[src/rtl/marc_sequencer.sv]
// marc_sequencer: phase-by-phase control-word sequencer for the mARC datapath.
// Optional single-step mode under MARC_SEQ_STEP_EN adds a step input.
module marc_sequencer #(
  parameter int DATA_W = 16,
  parameter int CW_W = 20,
  parameter int CNT_W = 16
) (
  input  logic              clk,
  input  logic              reset,
  input  logic [DATA_W-1:0] instruction,
  input  logic              mem_ready,
  input  logic              halt,
`ifdef MARC_SEQ_STEP_EN
  input  logic              step,
`endif
  output logic [CW_W-1:0]   ctrlword,
  output logic [2:0]        phase,
  output logic              illegal,
  output logic [CNT_W-1:0]  instr_count
);
  typedef enum logic [2:0] {S_RST, S_IF, S_ID, S_OF, S_EX, S_IP, S_HALT, S_TRAP} state_t;
  localparam logic [4:0] OP_NOP = 5'b00000, OP_SETLOW = 5'b01010, OP_SETHI = 5'b01011;
  localparam logic [CW_W-1:0] W_IF = CW_W'(20'b11100000111111000000);
  localparam logic [CW_W-1:0] W_OF_LO = CW_W'(20'b11111001110110000000);
  localparam logic [CW_W-1:0] W_EX_LO = CW_W'(20'b11011101000110000000);
  localparam logic [CW_W-1:0] W_OF_HI = CW_W'(20'b10101011110110000000);
  localparam logic [CW_W-1:0] W_EX_HI = CW_W'(20'b11111101001010001101);
  localparam logic [CW_W-1:0] W_IP = CW_W'(20'b11101100111010000100);
  state_t state, next;
  logic [4:0] opcode, op_in, op_next;
  logic [CW_W-1:0] word_next;
  logic unused_bits;
  assign op_in = instruction[DATA_W-1 -: 5];
  assign unused_bits = ^instruction[DATA_W-6:0];
  assign phase = state;
  always_comb begin
    op_next = (state == S_ID) ? op_in : opcode;
    next = state;
    case (state)
      S_RST: next = S_IF;
      S_IF: next = mem_ready ? S_ID : S_IF;
      S_ID: next = (op_in == OP_NOP) ? S_IP :
                   (op_in == OP_SETLOW || op_in == OP_SETHI) ? S_OF : S_TRAP;
      S_OF: next = S_EX;
      S_EX: next = S_IP;
`ifdef MARC_SEQ_STEP_EN
      S_IP: next = S_HALT;
      S_HALT: next = (step && !halt) ? S_IF : S_HALT;
`else
      S_IP: next = halt ? S_HALT : S_IF;
      S_HALT: next = halt ? S_HALT : S_IF;
`endif
      default: next = S_TRAP;
    endcase
    // only setlow/sethi reach OF/EX, so opcode bit 0 selects the high variant
    word_next = (next == S_IF) ? W_IF :
                (next == S_OF) ? (op_next[0] ? W_OF_HI : W_OF_LO) :
                (next == S_EX) ? (op_next[0] ? W_EX_HI : W_EX_LO) :
                (next == S_IP) ? W_IP : '0;
  end
  always_ff @(posedge clk) begin
    if (reset) begin
      state <= S_RST;
      opcode <= '0;
      ctrlword <= '0;
      illegal <= 1'b0;
      instr_count <= '0;
    end else begin
      state <= next;
      opcode <= op_next;
      ctrlword <= word_next;
      illegal <= illegal | (next == S_TRAP);
      if (state == S_IP) instr_count <= instr_count + CNT_W'(1);
    end
  end
endmodule

[config.mk]
export PLATFORM = sky130hd
export DESIGN_NAME = marc_sequencer
export DESIGN_NICKNAME = d
export VERILOG_FILES = /design/src/rtl/marc_sequencer.sv
export SDC_FILE = /design/constraint.sdc
export NUM_CORES = 1
export LEC_CHECK = 0
export ABC_AREA = 1
export BUFFER_PORTS_ARGS = -buffer_cell sky130_fd_sc_hd__buf_2
export CAP_MARGIN = 10
export CORE_MARGIN = 4
export CORE_UTILIZATION = 49
export CTS_CLUSTER_DIAMETER = 150
export DETAILED_ROUTE_END_ITERATION = 8
export GPL_ROUTABILITY_DRIVEN = 0
export GPL_TIMING_DRIVEN = 0
export PLACE_DENSITY_LB_ADDON = 0.3
export SLEW_MARGIN = 15
export SYNTH_ARGS = -nofsm -noshare
export SYNTH_HDL_FRONTEND = slang
export SYNTH_SLANG_ARGS = --single-unit
[constraint.sdc]
create_clock -name clk -period 1.77 [get_ports clk]
set_input_delay 0.354 -clock clk [delete_from_list [all_inputs] [get_ports clk]]
set_output_delay 0.354 -clock clk [all_outputs]
set_load 0.02 [all_outputs]
==> results of run 1 <==
-- cell usage after synthesis, drive strengths merged --
library cell | instances | area share
nor2 | 40 | 0.10
nand3b | 1 | 0.0045
nand3 | 14 | 0.057
inv | 32 | 0.072
clkinv | 1 | 0.0023
dfxtp | 35 | 0.42
buf | 8 | 0.035
nand2 | 74 | 0.17
clkbuf | 1 | 0.0023
nand4 | 6 | 0.023
o21ai | 8 | 0.026
a21oi | 18 | 0.054
o21a | 2 | 0.0090
nor3 | 2 | 0.0060
ha | 1 | 0.0075
conb | 1 | 0.0023
-- through the flow --
step,setup WS (ns),total power (W),std cells
3_5_place_dp,0.306,0.00124,335
5_1_grt,0.137,0.00177,343
2_1_floorplan,0.325,0.00113,246
4_1_cts,0.284,0.00169,343
6_report,0.287,0.00168,343
3_3_place_gp,0.349,0.00123,335
-- flip-flops by register name, summed over array words and instances, names as in the netlist --
register	flops
illegal	1
instr_count	16
ctrlword	14
phase	3
opcode	1
-- cell usage in the layout, fill, tap and decap left out --
cell	n
a21oi_1	18
buf_2	46
buf_4	7
clkbuf_1	1
clkbuf_4	5
clkinv_1	1
clkinvlp_4	2
conb_1	3
dfxtp_1	35
ha_1	1
inv_1	29
inv_2	3
inv_6	1
nand2_1	69
nand2_2	5
nand3_1	9
nand3_2	5
nand3b_1	1
nand4_1	6
nor2_1	36
nor2_2	2
nor2_4	2
nor3_1	2
o21a_1	2
o21ai_0	7
o21ai_2	1
-- cell type report --
| class | instances | share of cell area |
|---|---|---|
| Clock buffer | 5 | 0.0187 |
| Tap cell | 44 | 0.0274 |
| Multi-Input combinational cell | 169 | 0.390 |
| Inverter | 33 | 0.0616 |
| Sequential cell | 35 | 0.348 |
| Buffer | 9 | 0.0305 |
| Timing Repair Buffer | 45 | 0.112 |
| Clock inverter | 3 | 0.0118 |
-- per-layer routing --
metal | vias up | global-route usage
met5 | - | 0
met1 | 753 | 0.199
li1 | 861 | -
met2 | 40 | 0.341
met3 | 8 | 0.0476
met4 | 0 | 0.0812
-- worst paths after layout --
path                                             startpoint                          end  slack, ns  cells past startpoint
worst max-delay path            instr_count[0]$_SDFFE_PP0N_  instr_count[8]$_SDFFE_PP0N_       0.29                      8
worst max register to register  instr_count[0]$_SDFFE_PP0N_  instr_count[8]$_SDFFE_PP0N_       0.29                      8
worst min register to register           illegal$_SDFF_PP0_           illegal$_SDFF_PP0_       0.47                      2
worst min-delay path                                  reset  instr_count[6]$_SDFFE_PP0N_       0.23                      2
-- cells by family after synthesis --
group / count (synthesis)
flip-flops: 35
buffers and inverters: 42
AO/OA/AOI/OAI: 28
adder cells (fa/ha/maj): 1
other: 1
AND/OR/NAND/NOR: 137
-- power groups by stage --
stage	Combinational [W]	Clock [W]	Sequential, W
2_1_floorplan	0.000175	0	0.000957
3_3_place_gp	0.000346	0	0.000886
3_5_place_dp	0.000349	0	0.000887
4_1_cts	0.000352	0.000473	0.000869
5_1_grt	0.000383	0.000511	0.000877
6_report	0.000349	0.000461	0.000869
==> flow_summary.ini, run 1 <==
[run_status]
outcome = complete, no violations

[pwr]
irDropWorstVdd_mv = 0.482
share_comb_of_total_power = 0.208
leakage_nw = 0.974
clkPwrFrac = 0.275
swShare = 0.335
seq_power_share = 0.518
p_int_w = 0.00112
cellPowerDensity_nw_per_um2 = 835
power_switching_w = 0.000562

[timing]
fin_crit_ns = 1.48
finalHoldViolations = 0
rsz0062_at_grt = no
fmax_mhz = 674
slew_viol_final = 0
setup_viol = 0
hold_slack_ns = 0.232
finalSetupTns_ns = 0
fin_skew_ns = 0.00943
finalCritPeriodShare = 0.838

[global_route]
track_usage = 0.186
gr-total-overflow = 0
grt_pass1_wl_um = 6350
grt_max_degree = 14
grt_pass1_vias = 1560
antenna_found_initial = 0

[synthesis]
yosys-mux-area-fraction = 0
synth-seq-area-share = 0.422
synthXorXnorAreaFrac = 0
synth_fa_ha_area_frac = 0.00753
synth-compound-area-share = 0.0896
synth_simple_gate_area_frac = 0.367
syn_avg_cell_area_um2 = 6.81
synth-seq-cells = 35
synth_area_um2 = 1660
synth_top_family_by_area = simple AND/OR/NAND/NOR gates
synthCells = 244
synth_cell_types = 23
yosysWarnings = 0

[setup_path]
slowest_delay_ns = 0.41
path_max_fanout = 5
slowest_stage = dfxtp_1
cp-start-kind = flop
cp_data_required_time_ns = 2.02
critical-path-top-delay-family = simple AND/OR/NAND/NOR gates
crit_chain = ha_1 -> inv_1 -> nor2_2 -> nand3_2 -> nor2_1 -> nand2_1 -> nand2_1 -> a21oi_1
critPathMostFrequentCell = nand2_1
crit_type = flop to flop
path_buf_inv = 1
critPathArrivalTime_ns = 1.74
end_kind = flop

[floorplan]
die_height_um = 66.2
dieArea_um2 = 4390
core_region_area_um2 = 3150
start_util = 0.527
fp-row-count = 20
ios = 60
fp.dieW_um = 66.2

[detailed_routing]
routedWlPerCell_um = 10.8
viasPerCell = 4.85
wl_met1_um = 1520
routed_wl_um = 3710
drt_first_pass_iters = 4
drc = 0
vias = 1662
highest_layer = met4
met3WireLength_um = 243
drt_iter0_markers = 94
postRouteAntennaNets = 0
wl_met2_um = 1890

[clock_tree]
postCtsSetupRepairBufs = 0
clk_path_buf_depth = 2
insertion_delay_ns = 0.35
cts_hold_buf = 0
cts-resized-gates = 0
cts_buffers = 5
clkSinkCount = 35
cts_root_buf = clkbuf_4
cts_tree = built
path_clk_slew_ns = 0.12
cts_htree_levels = 2

[cells_and_area]
drive_gt1_frac = 0.264
fillers = 326
area_delta_synth_final_pct = 21.0
nets = 319
fin_area_um2 = 2010
diodes = 0
regArea_um2 = 701
final_util = 0.638
multi_input_area_um2 = 783

[placed_design]
dpl_cell_area_um2 = 1950
dp_hpwl_um = 2850
portBuffers = 45

[hold_path]
hold_class = primary input to flop

[flow_run]
maxCapViolations = 0
Note: power is estimated with default switching activity, not from simulation.
==> run 2, diff against run 1 <==
--- a/config.mk
+++ b/config.mk
@@ -5,11 +5,11 @@
 export SDC_FILE = /design/constraint.sdc
 export NUM_CORES = 1
 export LEC_CHECK = 0
-export ABC_AREA = 1
+export ABC_AREA = 0
 export BUFFER_PORTS_ARGS = -buffer_cell sky130_fd_sc_hd__buf_2
 export CAP_MARGIN = 10
 export CORE_MARGIN = 4
-export CORE_UTILIZATION = 49
+export CORE_UTILIZATION = 43
 export CTS_CLUSTER_DIAMETER = 150
 export DETAILED_ROUTE_END_ITERATION = 8
 export GPL_ROUTABILITY_DRIVEN = 0
==> constraint.sdc (replaced) <==
create_clock -name clk -period 1.2 [get_ports clk]
set_input_delay 0.24 -clock clk [delete_from_list [all_inputs] [get_ports clk]]
set_output_delay 0.24 -clock clk [all_outputs]
set_load 0.02 [all_outputs]
==> flow_summary.ini, run 2 <==
[timing]
finalHoldViolations = 0
slew_viol_final = 0
fmax_mhz = 632
setup_slack_ns = -0.382
rsz0062_at_grt = yes
hold_slack_ns = 0.0946
finalCritPeriodShare = 1.32
relSlewSlack = 0.627
fin_skew_ns = 0.0144
finalSetupTns_ns = -8.88
tightest_slew_ns = 0.559
fin_crit_ns = 1.58
setup_viol = 33

[setup_path]
crit_chain = buf_6 -> and4b_4 -> nand4_4 -> or3_4 -> a21oi_2
path_max_fanout = 10
setup.worst_path.start = phase[1]$_SDFF_PP0_
critical-path-top-delay-family = simple AND/OR/NAND/NOR gates
end_kind = flop
path_buf_inv = 1
critPathArrivalTime_ns = 1.84
cp_data_required_time_ns = 1.46
rr_startpoint = phase[1]$_SDFF_PP0_
crit_type = flop to flop
slowest_stage = and4b_4
cp-start-kind = flop
slowest_delay_ns = 0.39

[cells_and_area]
largest_reg_flops = 16
top_register = instr_count
diodes = 0
drive_gt1_frac = 0.597
nets = 258
layout_common_cells = 38 x buf_2, 19 x buf_4, 17 x buf_6, 17 x dfxtp_1, 16 x nor2_1
area_delta_synth_final_pct = 54.5
final_common_cell = buf_2

[clock_tree]
cts_root_buf = clkbuf_4
cts_hold_buf = 0
insertion_delay_ns = 0.34
cts_htree_levels = 2
cts_tree = built
clk_path_buf_depth = 2
path_clk_slew_ns = 0.12
clkSinkCount = 35
cts_buffers = 5

[synthesis]
yosysWarnings = 0
yosysMostFrequentCell = dfxtp_1
synth-seq-cells = 35
syn_avg_cell_area_um2 = 9.48
synthCells = 162
synth_top_area_frac = 0.456
netlist_top_cells_area = dfxtp_1 46%, nor2_1 5.1%, xnor2_1 4.6%
yosys.area.top_type = dfxtp_1
synth_area_um2 = 1540
synth-edff-count = 0
ys.flop_type = dfxtp_1
synth-seq-area-share = 0.456
synthArstFlopShare = 0
synth_cell_types = 43
ys_top_cells_by_count = 35 x dfxtp_1, 21 x nor2_1, 10 x a21oi_1

[floorplan]
fp.dieW_um = 67.8
dieArea_um2 = 4590
ios = 60
core_region_area_um2 = 3390
fp-row-count = 21
die_height_um = 67.8
start_util = 0.453

[hold_path]
hold_class = primary input to flop
min_from = reset

[flow_run]
maxCapViolations = 0

[detailed_routing]
routedWlPerCell_um = 14.3
routed_wl_um = 4050
drc = 0
vias = 1403
drt_first_pass_iters = 4
drt_iter0_markers = 82
viasPerCell = 4.94
postRouteAntennaNets = 0

[global_route]
antenna_found_initial = 0
grt_max_degree = 13
track_usage = 0.180
gr-total-overflow = 0
grt_pass1_wl_um = 6110
grt_pass1_vias = 1337

[pwr]
cellPowerDensity_nw_per_um2 = 1260
leakage_nw = 1.04
irDropWorstVdd_mv = 0.750

[placed_design]
portBuffers = 45
dp_hpwl_um = 2520
place_ws_ns = -0.397

[run_status]
violations = negative setup slack
outcome = finished with violations
[run 2: changes by cell type after synthesis, sizes merged, moves of 4 or more]
cell,previous run,this run
nor3,2,8
a21oi,18,10
nor2,40,21
xnor2,0,8
or3,0,5
nand2,74,8
xor2,0,4
nand3,14,6
inv,32,6
[run 2: cells by family (layout without fill, tap and decap cells)]
family | after synthesis | after routing | synth area share
xor gates and xnor gates | 12 | 12 | 0.0684
AOI/OAI and AO/OA | 23 | 23 | 0.0945
buffers and inverters | 19 | 92 | 0.0717
other | 1 | 3 | 0.00244
adders and majority gates | 1 | 1 | 0.00814
muxes | 2 | 2 | 0.0130
DFF | 35 | 35 | 0.456
and+or+nand+nor | 69 | 70 | 0.286
[run 2: final timing paths]
check | to | slack, ns | cells after the start
min reg2reg | illegal$_SDFF_PP0_ | 0.50 | 2
max | instr_count[9]$_SDFFE_PP0N_ | -0.38 | 5
max reg2reg | instr_count[9]$_SDFFE_PP0N_ | -0.38 | 5
min | ctrlword[14]$_SDFF_PP0_ | 0.09 | 2
[run 2: timing repair]
| action | 4_1_cts | 5_1_grt |
|---|---|---|
| endpoints found under the setup margin | 35 | 46 |
| gates cloned | 1 | 0 |
| gates resized for setup | 31 | 42 |
| endpoints found under the hold margin | 0 | 0 |
| pin swaps | 8 | 5 |
| buffers inserted | 15 | 5 |
[run 2: final cells by class]
class | instances | area, µm²
multi-input combinational | 111 | 952
clock buffer | 5 | 37.5
tap | 46 | 57.6
inverter | 6 | 22.5
clock inverter | 3 | 20.0
buffer | 13 | 101
fill | 243 | 1020
sequential | 35 | 741
timing repair buffer | 65 | 442
[run 2: per-stage QoR]
stage / std cells / util / cell area, µm² / total power, W
after floorplan: 164 / - / 1590 / 0.00185
after global placement: 255 / 0.553 / 1870 / 0.00204
after detailed placement: 255 / 0.553 / 1870 / 0.00205
after CTS: 279 / 0.643 / 2180 / 0.00286
after global routing: 284 / 0.700 / 2370 / 0.00316
final: 284 / 0.700 / 2370 / 0.00300
[run 2: per-layer routing]
metal,track usage,share of wire,up-vias
li1,-,-,704
met1,0.198,0.39,642
met2,0.320,0.52,49
met3,0.0549,0.069,8
met4,0.0695,0.013,0
met5,0,0,-
[run 2: report_power, final]
group / switching, W / internal, W
Sequential: 0.0000425 / 0.00125
Clock: 0.000413 / 0.000224
Combinational: 0.000573 / 0.000489
Total: 0.00103 / 0.00197
==> run 3, diff against run 2 <==
--- a/config.mk
+++ b/config.mk
@@ -6,15 +6,16 @@
 export NUM_CORES = 1
 export LEC_CHECK = 0
 export ABC_AREA = 0
-export BUFFER_PORTS_ARGS = -buffer_cell sky130_fd_sc_hd__buf_2
 export CAP_MARGIN = 10
 export CORE_MARGIN = 4
-export CORE_UTILIZATION = 43
+export CORE_UTILIZATION = 55
 export CTS_CLUSTER_DIAMETER = 150
 export DETAILED_ROUTE_END_ITERATION = 8
+export DONT_BUFFER_PORTS = 1
 export GPL_ROUTABILITY_DRIVEN = 0
 export GPL_TIMING_DRIVEN = 0
 export PLACE_DENSITY_LB_ADDON = 0.3
+export RECOVER_POWER = 50
 export SLEW_MARGIN = 15
 export SYNTH_ARGS = -nofsm -noshare
 export SYNTH_HDL_FRONTEND = slang
==> flow_summary.ini, run 3 (synthesis gave the netlist of run 2 again) <==
[pwr]
swShare = 0.345
p_int_w = 0.00187
clkPwrFrac = 0.216
irDropWorstVdd_mv = 1.55
power_switching_w = 0.000985
cellPowerDensity_nw_per_um2 = 1370
p_total_w = 0.00285
share_comb_of_total_power = 0.275
leakage_nw = 0.837
seq_power_share = 0.508

[cells_and_area]
largest_reg_flops = 16
top_register = instr_count
nets = 215
layout_common_cells = 24 x dfxtp_1, 21 x buf_4, 15 x nor2_1
drive_gt1_frac = 0.467
area_delta_synth_final_pct = 35.3
diodes = 0
final_common_cell = dfxtp_1
fin_area_um2 = 2080

[floorplan]
ios = 60
start_util = 0.598
core_region_area_um2 = 2570
fp-row-count = 18
fp.dieW_um = 60.9
die_height_um = 60.9
dieArea_um2 = 3700

[placed_design]
portBuffers = 0
dpl_cell_area_um2 = 1630
dp_hpwl_um = 2330

[setup_path]
critical-path-top-delay-family = simple AND/OR/NAND/NOR gates
cp_data_required_time_ns = 1.39
crit_chain = buf_6 -> and4b_4 -> buf_4 -> nand4_4 -> o21ai_0 -> a21oi_1
worst_r2r_endpoint = instr_count[9]$_SDFFE_PP0N_
ff2ff_path_depth = 6
slowest_delay_ns = 0.40
path_buf_inv = 2
slowest_stage = dfxtp_4
reg2reg_slack_ns = -0.48
cp-start-kind = flop
crit_type = flop to flop
end_kind = flop
path_max_fanout = 5
critPathArrivalTime_ns = 1.87
rr_startpoint = phase[1]$_SDFF_PP0_

[hold_path]
holdPathStages = 2
min_from = reset
hold_class = primary input to flop
whs_endpoint = ctrlword[13]$_SDFF_PP0_

[flow_run]
maxCapViolations = 0

[timing]
fin_crit_ns = 1.68
fin_skew_ns = 0.0163
rsz0062_at_grt = yes
setup_slack_ns = -0.478
slew_viol_final = 0
fmax_mhz = 596
tightest_slew_ns = 0.559
relSlewSlack = 0.627
finalCritPeriodShare = 1.40
finalHoldViolations = 0
setup_viol = 35

[clock_tree]
cts_root_buf = clkbuf_4
cts_buffers = 5
cts_tree = built
path_clk_slew_ns = 0.12
cts_htree_levels = 2
insertion_delay_ns = 0.33
clk_path_buf_depth = 2
clkSinkCount = 35

[detailed_routing]
routedWlPerCell_um = 18.0
drc = 0
drt_first_pass_iters = 4
vias = 1330
drt_iter0_markers = 96
highest_layer = met4
met3WireLength_um = 247
wl_met2_um = 2130
wl_met1_um = 1630
postRouteAntennaNets = 0
viasPerCell = 5.91
routed_wl_um = 4060

[run_status]
violations = negative setup slack
outcome = finished with violations

[global_route]
grt_max_degree = 12
grt_pass1_vias = 1271
antenna_found_initial = 0
track_usage = 0.212
grt_pass1_wl_um = 5940
gr-total-overflow = 0
[run 3: how the worst max path moves through the flow]
stage                                            from  slack (ns)  cells past startpoint                           end
after floorplan                   phase[1]$_SDFF_PP0_       -0.31                      5  instr_count[11]$_SDFFE_PP0N_
after global placement    instr_count[7]$_SDFFE_PP0N_       -0.44                      5  instr_count[15]$_SDFFE_PP0N_
after detailed placement          phase[2]$_SDFF_PP0_       -0.49                      5  instr_count[11]$_SDFFE_PP0N_
after CTS                         phase[1]$_SDFF_PP0_       -0.47                      5  instr_count[11]$_SDFFE_PP0N_
after global routing              phase[1]$_SDFF_PP0_       -0.54                      5  instr_count[10]$_SDFFE_PP0N_
final                             phase[1]$_SDFF_PP0_       -0.48                      6   instr_count[9]$_SDFFE_PP0N_
[run 3: timing repair]
item                                   CTS  global route
setup buffers                           10             9
endpoints found under the hold margin    1             0
resized for setup                       36            22
pin swaps                                9            11
cloned                                   3             0
setup endpoints to repair               35            33
hold buffers                             1             0
[run 3: power by group through the flow]
stage	registers, W	clock network [W]	logic (W)
final	0.00145	0.000618	0.000786
after global routing	0.00147	0.000683	0.000829
after CTS	0.00145	0.000611	0.000629
after detailed placement	0.00148	0	0.000459
after global placement	0.00147	0	0.000446
after floorplan	0.00146	0	0.000393
[run 3: worst register-to-register path: cells and delay by family (launching register included)]
kind                   cells  cell delay (ns)
buffers and inverters      2             0.29
AND/OR/NAND/NOR            2             0.51
AO/OA/AOI/OAI              2             0.33
flip-flops                 1             0.40
[run 3: metrics by stage]
step / TNS, ns / hold slack [ns] / util / std cells / setup slack, ns
5_1_grt: -14.28 / 0.0677 / 0.810 / 225 / -0.540
2_1_floorplan: -6.15 / 0.319 / - / 164 / -0.314
3_5_place_dp: -10.84 / 0.327 / 0.634 / 194 / -0.492
6_report: -12.06 / 0.0986 / 0.810 / 225 / -0.478
3_3_place_gp: -9.69 / 0.325 / 0.634 / 194 / -0.439
4_1_cts: -10.48 / 0.101 / 0.741 / 216 / -0.466
[run 3: routing by layer]
| layer | vias to the layer above | GRT usage |
|---|---|---|
| met4 | 0 | 0.0433 |
| met3 | 6 | 0.0702 |
| met1 | 641 | 0.248 |
| met2 | 59 | 0.377 |
| met5 | - | 0 |
| li1 | 624 | - |
[run 3: final cells by class]
type | instances | area (µm²)
clock buffers | 5 | 37.5
fillers | 143 | 488
flip-flops and latches | 35 | 732
inverters | 6 | 22.5
plain buffers | 13 | 101
repair buffers | 22 | 188
well taps | 30 | 37.5
multi-input cells | 111 | 946
clock inverters | 3 | 15.0
